$ cat src/rtl/brmask_alloc_if.sv
// Allocator-side bundle: dispatch request/grant, branch resolution, status.
// Carries o_killvec only when BRMASK_ALLOC_KILLVEC_EN is defined.
interface brmask_alloc_if #(
  parameter int WIDTH_BRM = 4
);
  localparam int DEPTH = 1 << WIDTH_BRM;

  logic                 i_alloc;
  logic                 o_gnt;
  logic                 o_ready;
  logic [WIDTH_BRM-1:0] o_tag;
  logic [WIDTH_BRM:0]   i_brmask;
  logic                 i_valid;
  logic                 o_flush;
  logic [WIDTH_BRM:0]   o_count;
  logic                 o_empty;
`ifdef BRMASK_ALLOC_KILLVEC_EN
  logic [DEPTH-1:0]     o_killvec;

  modport master (
    output i_alloc, i_brmask, i_valid,
    input  o_gnt, o_ready, o_tag, o_flush, o_count, o_empty, o_killvec
  );
  modport slave (
    input  i_alloc, i_brmask, i_valid,
    output o_gnt, o_ready, o_tag, o_flush, o_count, o_empty, o_killvec
  );
`else
  modport master (
    output i_alloc, i_brmask, i_valid,
    input  o_gnt, o_ready, o_tag, o_flush, o_count, o_empty
  );
  modport slave (
    input  i_alloc, i_brmask, i_valid,
    output o_gnt, o_ready, o_tag, o_flush, o_count, o_empty
  );
`endif
endinterface

$ cat src/rtl/brmask_alloc.sv
// Circular branch-tag allocator with in-order retirement and kill rollback.
// Optional registered squash vector under BRMASK_ALLOC_KILLVEC_EN.
module brmask_slot (
  input  logic i_clk,
  input  logic i_rst_n,
  input  logic i_set,
  input  logic i_clr,
  output logic o_resolved
);
  // Clear wins: a retiring or squashed slot must not stay marked.
  always_ff @(posedge i_clk or negedge i_rst_n)
    if (!i_rst_n)   o_resolved <= 1'b0;
    else if (i_clr) o_resolved <= 1'b0;
    else if (i_set) o_resolved <= 1'b1;
endmodule

module brmask_alloc #(
  parameter int WIDTH_BRM = 4
) (
  input logic           i_clk,
  input logic           i_rst_n,
  brmask_alloc_if.slave bus
);
  localparam int DEPTH = 1 << WIDTH_BRM;
  localparam logic [WIDTH_BRM-1:0] ONE_T   = WIDTH_BRM'(1);
  localparam logic [WIDTH_BRM:0]   ONE_P   = (WIDTH_BRM+1)'(1);
  localparam logic [WIDTH_BRM:0]   DEPTH_P = {1'b1, {WIDTH_BRM{1'b0}}};

  logic [WIDTH_BRM:0]                  head, tail, count;
  logic [WIDTH_BRM-1:0]                head_idx, res_tag, res_off;
  logic                                in_flight, res_acc, kill_acc, retire, gnt, ready;
  logic [DEPTH-1:0]                    resolved, set_vec, clr_vec, squash_vec;
  logic [DEPTH-1:0][WIDTH_BRM-1:0]     slot_off;
  logic                                flush_q;

  assign count    = tail - head;
  assign head_idx = head[WIDTH_BRM-1:0];
  assign ready    = (count < DEPTH_P);

  // Execute reports tag+1 so an all-zero mask means "no branch".
  assign res_tag   = bus.i_brmask[WIDTH_BRM-1:0] - ONE_T;
  assign res_off   = res_tag - head_idx;
  assign in_flight = ({1'b0, res_off} < count);
  assign res_acc   = bus.i_valid & in_flight;
  assign kill_acc  = res_acc & bus.i_brmask[WIDTH_BRM];
  assign retire    = (count != '0) & resolved[head_idx];
  assign gnt       = bus.i_alloc & ready & ~bus.i_brmask[WIDTH_BRM];

  always_comb begin
    slot_off   = '0;
    set_vec    = '0;
    clr_vec    = '0;
    squash_vec = '0;
    for (int i = 0; i < DEPTH; i++) begin
      slot_off[i]   = WIDTH_BRM'(i) - head_idx;
      squash_vec[i] = kill_acc && (slot_off[i] > res_off) && ({1'b0, slot_off[i]} < count);
      set_vec[i]    = res_acc && (res_tag == WIDTH_BRM'(i));
      clr_vec[i]    = squash_vec[i] || (retire && (head_idx == WIDTH_BRM'(i)));
    end
  end

  for (genvar g = 0; g < DEPTH; g++) begin : g_slot
    brmask_slot u_slot (
      .i_clk      (i_clk),
      .i_rst_n    (i_rst_n),
      .i_set      (set_vec[g]),
      .i_clr      (clr_vec[g]),
      .o_resolved (resolved[g])
    );
  end

  // Kill rebuilds tail from head+offset so the wrap bit stays consistent.
  always_ff @(posedge i_clk or negedge i_rst_n)
    if (!i_rst_n) begin
      head    <= '0;
      tail    <= '0;
      flush_q <= 1'b0;
    end else begin
      if (retire)        head <= head + ONE_P;
      if (kill_acc)      tail <= head + {1'b0, res_off} + ONE_P;
      else if (gnt)      tail <= tail + ONE_P;
      flush_q <= kill_acc;
    end

`ifdef BRMASK_ALLOC_KILLVEC_EN
  logic [DEPTH-1:0] killvec_q;
  always_ff @(posedge i_clk or negedge i_rst_n)
    if (!i_rst_n) killvec_q <= '0;
    else          killvec_q <= kill_acc ? squash_vec : '0;
  assign bus.o_killvec = killvec_q;
`endif

  assign bus.o_gnt   = gnt;
  assign bus.o_ready = ready;
  assign bus.o_tag   = tail[WIDTH_BRM-1:0];
  assign bus.o_flush = flush_q;
  assign bus.o_count = count;
  assign bus.o_empty = (count == '0);
endmodule

$ cat src/flat_wrapper.sv
// flat-port wrapper written by rule: the top's interface ports become plain ports
module brmask_alloc_flat 
#(
  parameter int WIDTH_BRM = 4
)
  (i_clk, i_rst_n, bus_i_alloc, bus_i_brmask, bus_i_valid, bus_o_gnt, bus_o_ready, bus_o_tag, bus_o_flush, bus_o_count, bus_o_empty);
  brmask_alloc_if #(.WIDTH_BRM(WIDTH_BRM)) bus_i ();
  input logic i_clk;
  input logic i_rst_n;
  input wire logic [$bits(bus_i.i_alloc)-1:0] bus_i_alloc;
  input wire logic [$bits(bus_i.i_brmask)-1:0] bus_i_brmask;
  input wire logic [$bits(bus_i.i_valid)-1:0] bus_i_valid;
  output wire logic [$bits(bus_i.o_gnt)-1:0] bus_o_gnt;
  output wire logic [$bits(bus_i.o_ready)-1:0] bus_o_ready;
  output wire logic [$bits(bus_i.o_tag)-1:0] bus_o_tag;
  output wire logic [$bits(bus_i.o_flush)-1:0] bus_o_flush;
  output wire logic [$bits(bus_i.o_count)-1:0] bus_o_count;
  output wire logic [$bits(bus_i.o_empty)-1:0] bus_o_empty;
  assign bus_i.i_alloc = bus_i_alloc;
  assign bus_i.i_brmask = bus_i_brmask;
  assign bus_i.i_valid = bus_i_valid;
  assign bus_o_gnt = bus_i.o_gnt;
  assign bus_o_ready = bus_i.o_ready;
  assign bus_o_tag = bus_i.o_tag;
  assign bus_o_flush = bus_i.o_flush;
  assign bus_o_count = bus_i.o_count;
  assign bus_o_empty = bus_i.o_empty;
  brmask_alloc #(.WIDTH_BRM(WIDTH_BRM)) u_core (.i_clk(i_clk), .i_rst_n(i_rst_n), .bus(bus_i));
endmodule
$ cat config.mk
export PLATFORM = sky130hd
export DESIGN_NAME = brmask_alloc_flat
export DESIGN_NICKNAME = d
export VERILOG_FILES = /design/src/rtl/brmask_alloc_if.sv /design/src/rtl/brmask_alloc.sv /design/src/flat_wrapper.sv
export SDC_FILE = /design/constraint.sdc
export NUM_CORES = 1
export LEC_CHECK = 0
export CELL_PAD_IN_SITES_DETAIL_PLACEMENT = 1
export CELL_PAD_IN_SITES_GLOBAL_PLACEMENT = 1
export CORE_MARGIN = 1
export CORE_UTILIZATION = 48
export DETAILED_ROUTE_END_ITERATION = 16
export GPL_TIMING_DRIVEN = 0
export HOLD_SLACK_MARGIN = 0.08
export PLACE_DENSITY = 0.83
export SYNTH_ARGS = -nofsm -noshare
export SYNTH_HDL_FRONTEND = slang
export SYNTH_SLANG_ARGS = --single-unit
$ cat constraint.sdc
create_clock -name i_clk -period 4.3 [get_ports i_clk]
set_clock_uncertainty 0.2 [all_clocks]
set_input_delay 0.86 -clock i_clk [delete_from_list [all_inputs] [get_ports i_clk]]
set_output_delay 0.86 -clock i_clk [all_outputs]
set_load 0.01 [all_outputs]
==> results.md <==
- Period minus WS final: 4.29 ns
- Port Buf Inserts: 21
- TritonCTS clock tree: built
- Mean Syn Cell Area: 9.03 sq um
- Area Growth Syn to Fin: 18.1%
- #FFs+latches synth: 27
- CP Class: primary input to register
- Cell area after synthesis: 0.00376 sq mm
- Post-Synth XOR/XNOR Area: 7.64%
- Drt total wl: 13400 microns
- Routability cong.: 0.938
- Adder-cell share of the synthesized area: 29.9%
- Crit-path slowest cell: xnor3_2
- Ys Warns: 0
- Outcome: finished clean
- Via count: 3547
- Chip Width: 90.6 microns
- Worst Path Arrival: 4.29 ns
- Pre-antenna DRT Iters: 5
- CP Capture Type: register
- Finished Layout Cells: 553
- Die Y: 90.6 microns
- Final setup fails: 0
- CTS Sinks: 27
- H-tree lvl count: 1
- Remaining DRCs: 0
- Hold Vio Cnt, Final: 0
- Pin count of the biggest net entering global routing: 28
- Drt wl/cell: 24.3 microns
- RSZ-0062 raised after global routing: yes
- Post-synth EDFFs: 0
- Mux contribution to synthesized area: 3.72%
- Synth Area in Compound Gates: 22.3%
- Setup_tns: 0 ns
- Gr ovfl total: 0
- Clock Tree Buf Depth: 2
- Hold_ws: 0.342 ns
- First-pass GRT wire length: 20500 microns
- Worst-Skew Late Latency: 0.30 ns
- Root buf cell: clkbuf_8
- GRT Overall Usage: 32.5%
- Startpoint Class: primary input
- # diodes: 0
- Cell Rows: 31
- DP HPWL: 9740 microns
- Primary FF master, synth: dfrtp_1
- Vias/cell: 6.41
- TritonCTS Buffers: 3
- Die area: 0.00820 sq mm
- Slew headroom: 58.5%
- Library cells used by synthesis: 58
- Max Cap Viol: 0
- Core ar.: 0.00741 sq mm
- Boundary Pins: 22
- Fin. max-slew vios: 0
- Post-Synth Simple-Gate Area: 11.4%
- HP Class: register to register
- CP peak stage delay: 0.33 ns
- Fraction of layout cells with a size suffix above 1: 16.7%
- Post-synthesis sequential area ratio: 17.9%
- Crit-path cells: clkdlybuf4s15_2 > inv_2 > ha_4 > xnor2_4 > clkinv_4 > ha_4 > a21o_1 > a31oi_2 > xnor3_2 > ha_1 > o21ai_0 > o21bai_2 > a21bo_2 > buf_6 > buf_8 > a21oi_1 > a221oi_2
- Placed Instances: 537
- Syn Nets: 507
- Design area: 0.00445 sq mm
- Initial Util: 50.8%
- Combinational family with the most area after synthesis: adder cells
- Synthesized instance count: 417
- Vias in the first global route: 3758
- FFs w/ async S/R, synth: 100%
- Antenna violations before repair: 0
- Max FO, Critical Path: 10
- Final ANT Viol Nets: 0
- Period utilisation layout: 99.8%
- DP Area: 0.00413 sq mm
- Critical path's most frequent cell: ha_4
- Least-Margin Pin Slew: 0.621 ns
- CTS clk-pin slew, worst paths: 0.12 ns
- Nets: 545
- Critical Path RT: 4.30 ns
- Fmax: 0.233 GHz
- 1st-iter DRT viols: 283
==> placed cells by master, fill, tap and decap left out, drive strengths merged, types with 9 or more instances in the layout <==
cell type / count
ha: 77
inv: 42
dfrtp: 27
a21oi: 26
buf: 25
o21ai: 21
xnor2: 19
clkdlybuf4s50: 18
a41oi: 16
nor2: 14
nand2: 12
a21o: 11
xor2: 9
nor3: 9
clkbuf: 9
==> stage by stage <==
step | setup slack, ns | util [%]
2_1_floorplan | 0.0668 | -
6_report | 0.00864 | 60.0
3_5_place_dp | -1.83 | 55.8
5_1_grt | -0.100 | 60.0
4_1_cts | 0.00528 | 58.4
3_3_place_gp | -1.66 | 55.8
==> worst max-delay path: cells and delay by family <==
family / cells / cell delay [ns]
compound gates: 7 / 1.43
xor+xnor: 2 / 0.52
fa+ha+maj: 3 / 0.71
buf+inv: 5 / 0.74
==> registers in the layout, summed over array words and instances (netlist names) <==
| register | count |
|---|---|
| u_core.head | 5 |
| u_core.bus.o_flush | 1 |
| u_core.g_slot.u_slot.o_resolved | 16 |
| u_core.tail | 5 |
==> final timing paths <==
kind | startpoint | end | slack [ns] | cells after the start
max in group asynchronous | i_rst_n | u_core.g_slot[4].u_slot.o_resolved | 2.71 | 2
min in group asynchronous | i_rst_n | u_core.tail[1] | 0.65 | 1
max reg2reg | u_core.head[2] | u_core.g_slot[3].u_slot.o_resolved | 0.27 | 15
max | bus_i_brmask[1] | u_core.g_slot[3].u_slot.o_resolved | 0.009 | 17
min | u_core.head[4] | u_core.head[4] | 0.34 | 1
min reg2reg | u_core.head[4] | u_core.head[4] | 0.34 | 1
==> what timing repair did <==
item                                    in CTS  in global routing
endpoints found under the setup margin      29                 19
pin swaps                                    4                  4
hold buffers                                 0                  0
buffers inserted                             8                  4
hold endpoints to repair                     0                  0
resized for setup                           36                 17
==> kinds of logic (layout without fill, tap and decap cells) <==
| logic type | after synthesis | in the layout |
|---|---|---|
| flops | 27 | 27 |
| xor+xnor | 29 | 29 |
| mux | 9 | 9 |
| simple gates | 79 | 79 |
| buf+inv | 64 | 101 |
| compound gates | 120 | 120 |
| fa+ha+maj | 89 | 89 |
==> cell usage after synthesis, types with 2 or more instances <==
library cell	count	area, sq um
a32o_1	3	30.0
a21o_1	11	82.6
o21ai_0	21	105
or3_1	2	12.5
o22ai_1	2	12.5
buf_4	4	30.0
mux2i_1	5	50.1
xor2_1	9	78.8
o21bai_1	4	30.0
a21oi_1	26	130
a221oi_1	4	35.0
nand3_1	7	35.0
inv_1	43	161
a21boi_0	2	15.0
mux4_2	4	90.1
clkinv_1	2	7.51
buf_2	6	30.0
nor2_1	14	52.6
a41oi_1	16	140
a31oi_1	4	25.0
nor3_1	8	40.0
nand4_1	3	18.8
o21a_1	3	22.5
dfrtp_1	27	676
a211oi_1	6	45.0
clkbuf_1	7	26.3
o32a_1	2	20.0
and4_1	2	17.5
nand2_1	12	45.0
nand2b_1	7	43.8
and2_1	5	31.3
nor2b_1	8	50.1
a311oi_1	7	61.3
ha_1	77	963
and3_1	5	31.3
maj3_1	7	70.1
xnor2_1	18	158
fa_1	4	80.1
==> metal layers <==
metal | global-route usage (%) | vias to the layer above | wire, microns
met1 | 43.5 | 1806 | 5770
met5 | 0 | - | 0
met4 | 10.1 | 0 | 258
met3 | 3.11 | 21 | 747
li1 | - | 1600 | -
met2 | 55.1 | 120 | 6670
==> layout make-up <==
| cell class | instances | area, sq um |
|---|---|---|
| clock inverters | 1 | 8.76 |
| inverters | 46 | 193 |
| clock buffers | 3 | 41.3 |
| well taps | 99 | 124 |
| plain buffers | 17 | 119 |
| multi-input cells | 326 | 2960 |
| flip-flops and latches | 27 | 681 |
| fillers | 844 | 2960 |
| repair buffers | 34 | 323 |
Power is not shown: default switching activity piles up to over one toggle a cycle in this logic, so the estimate is an artifact.
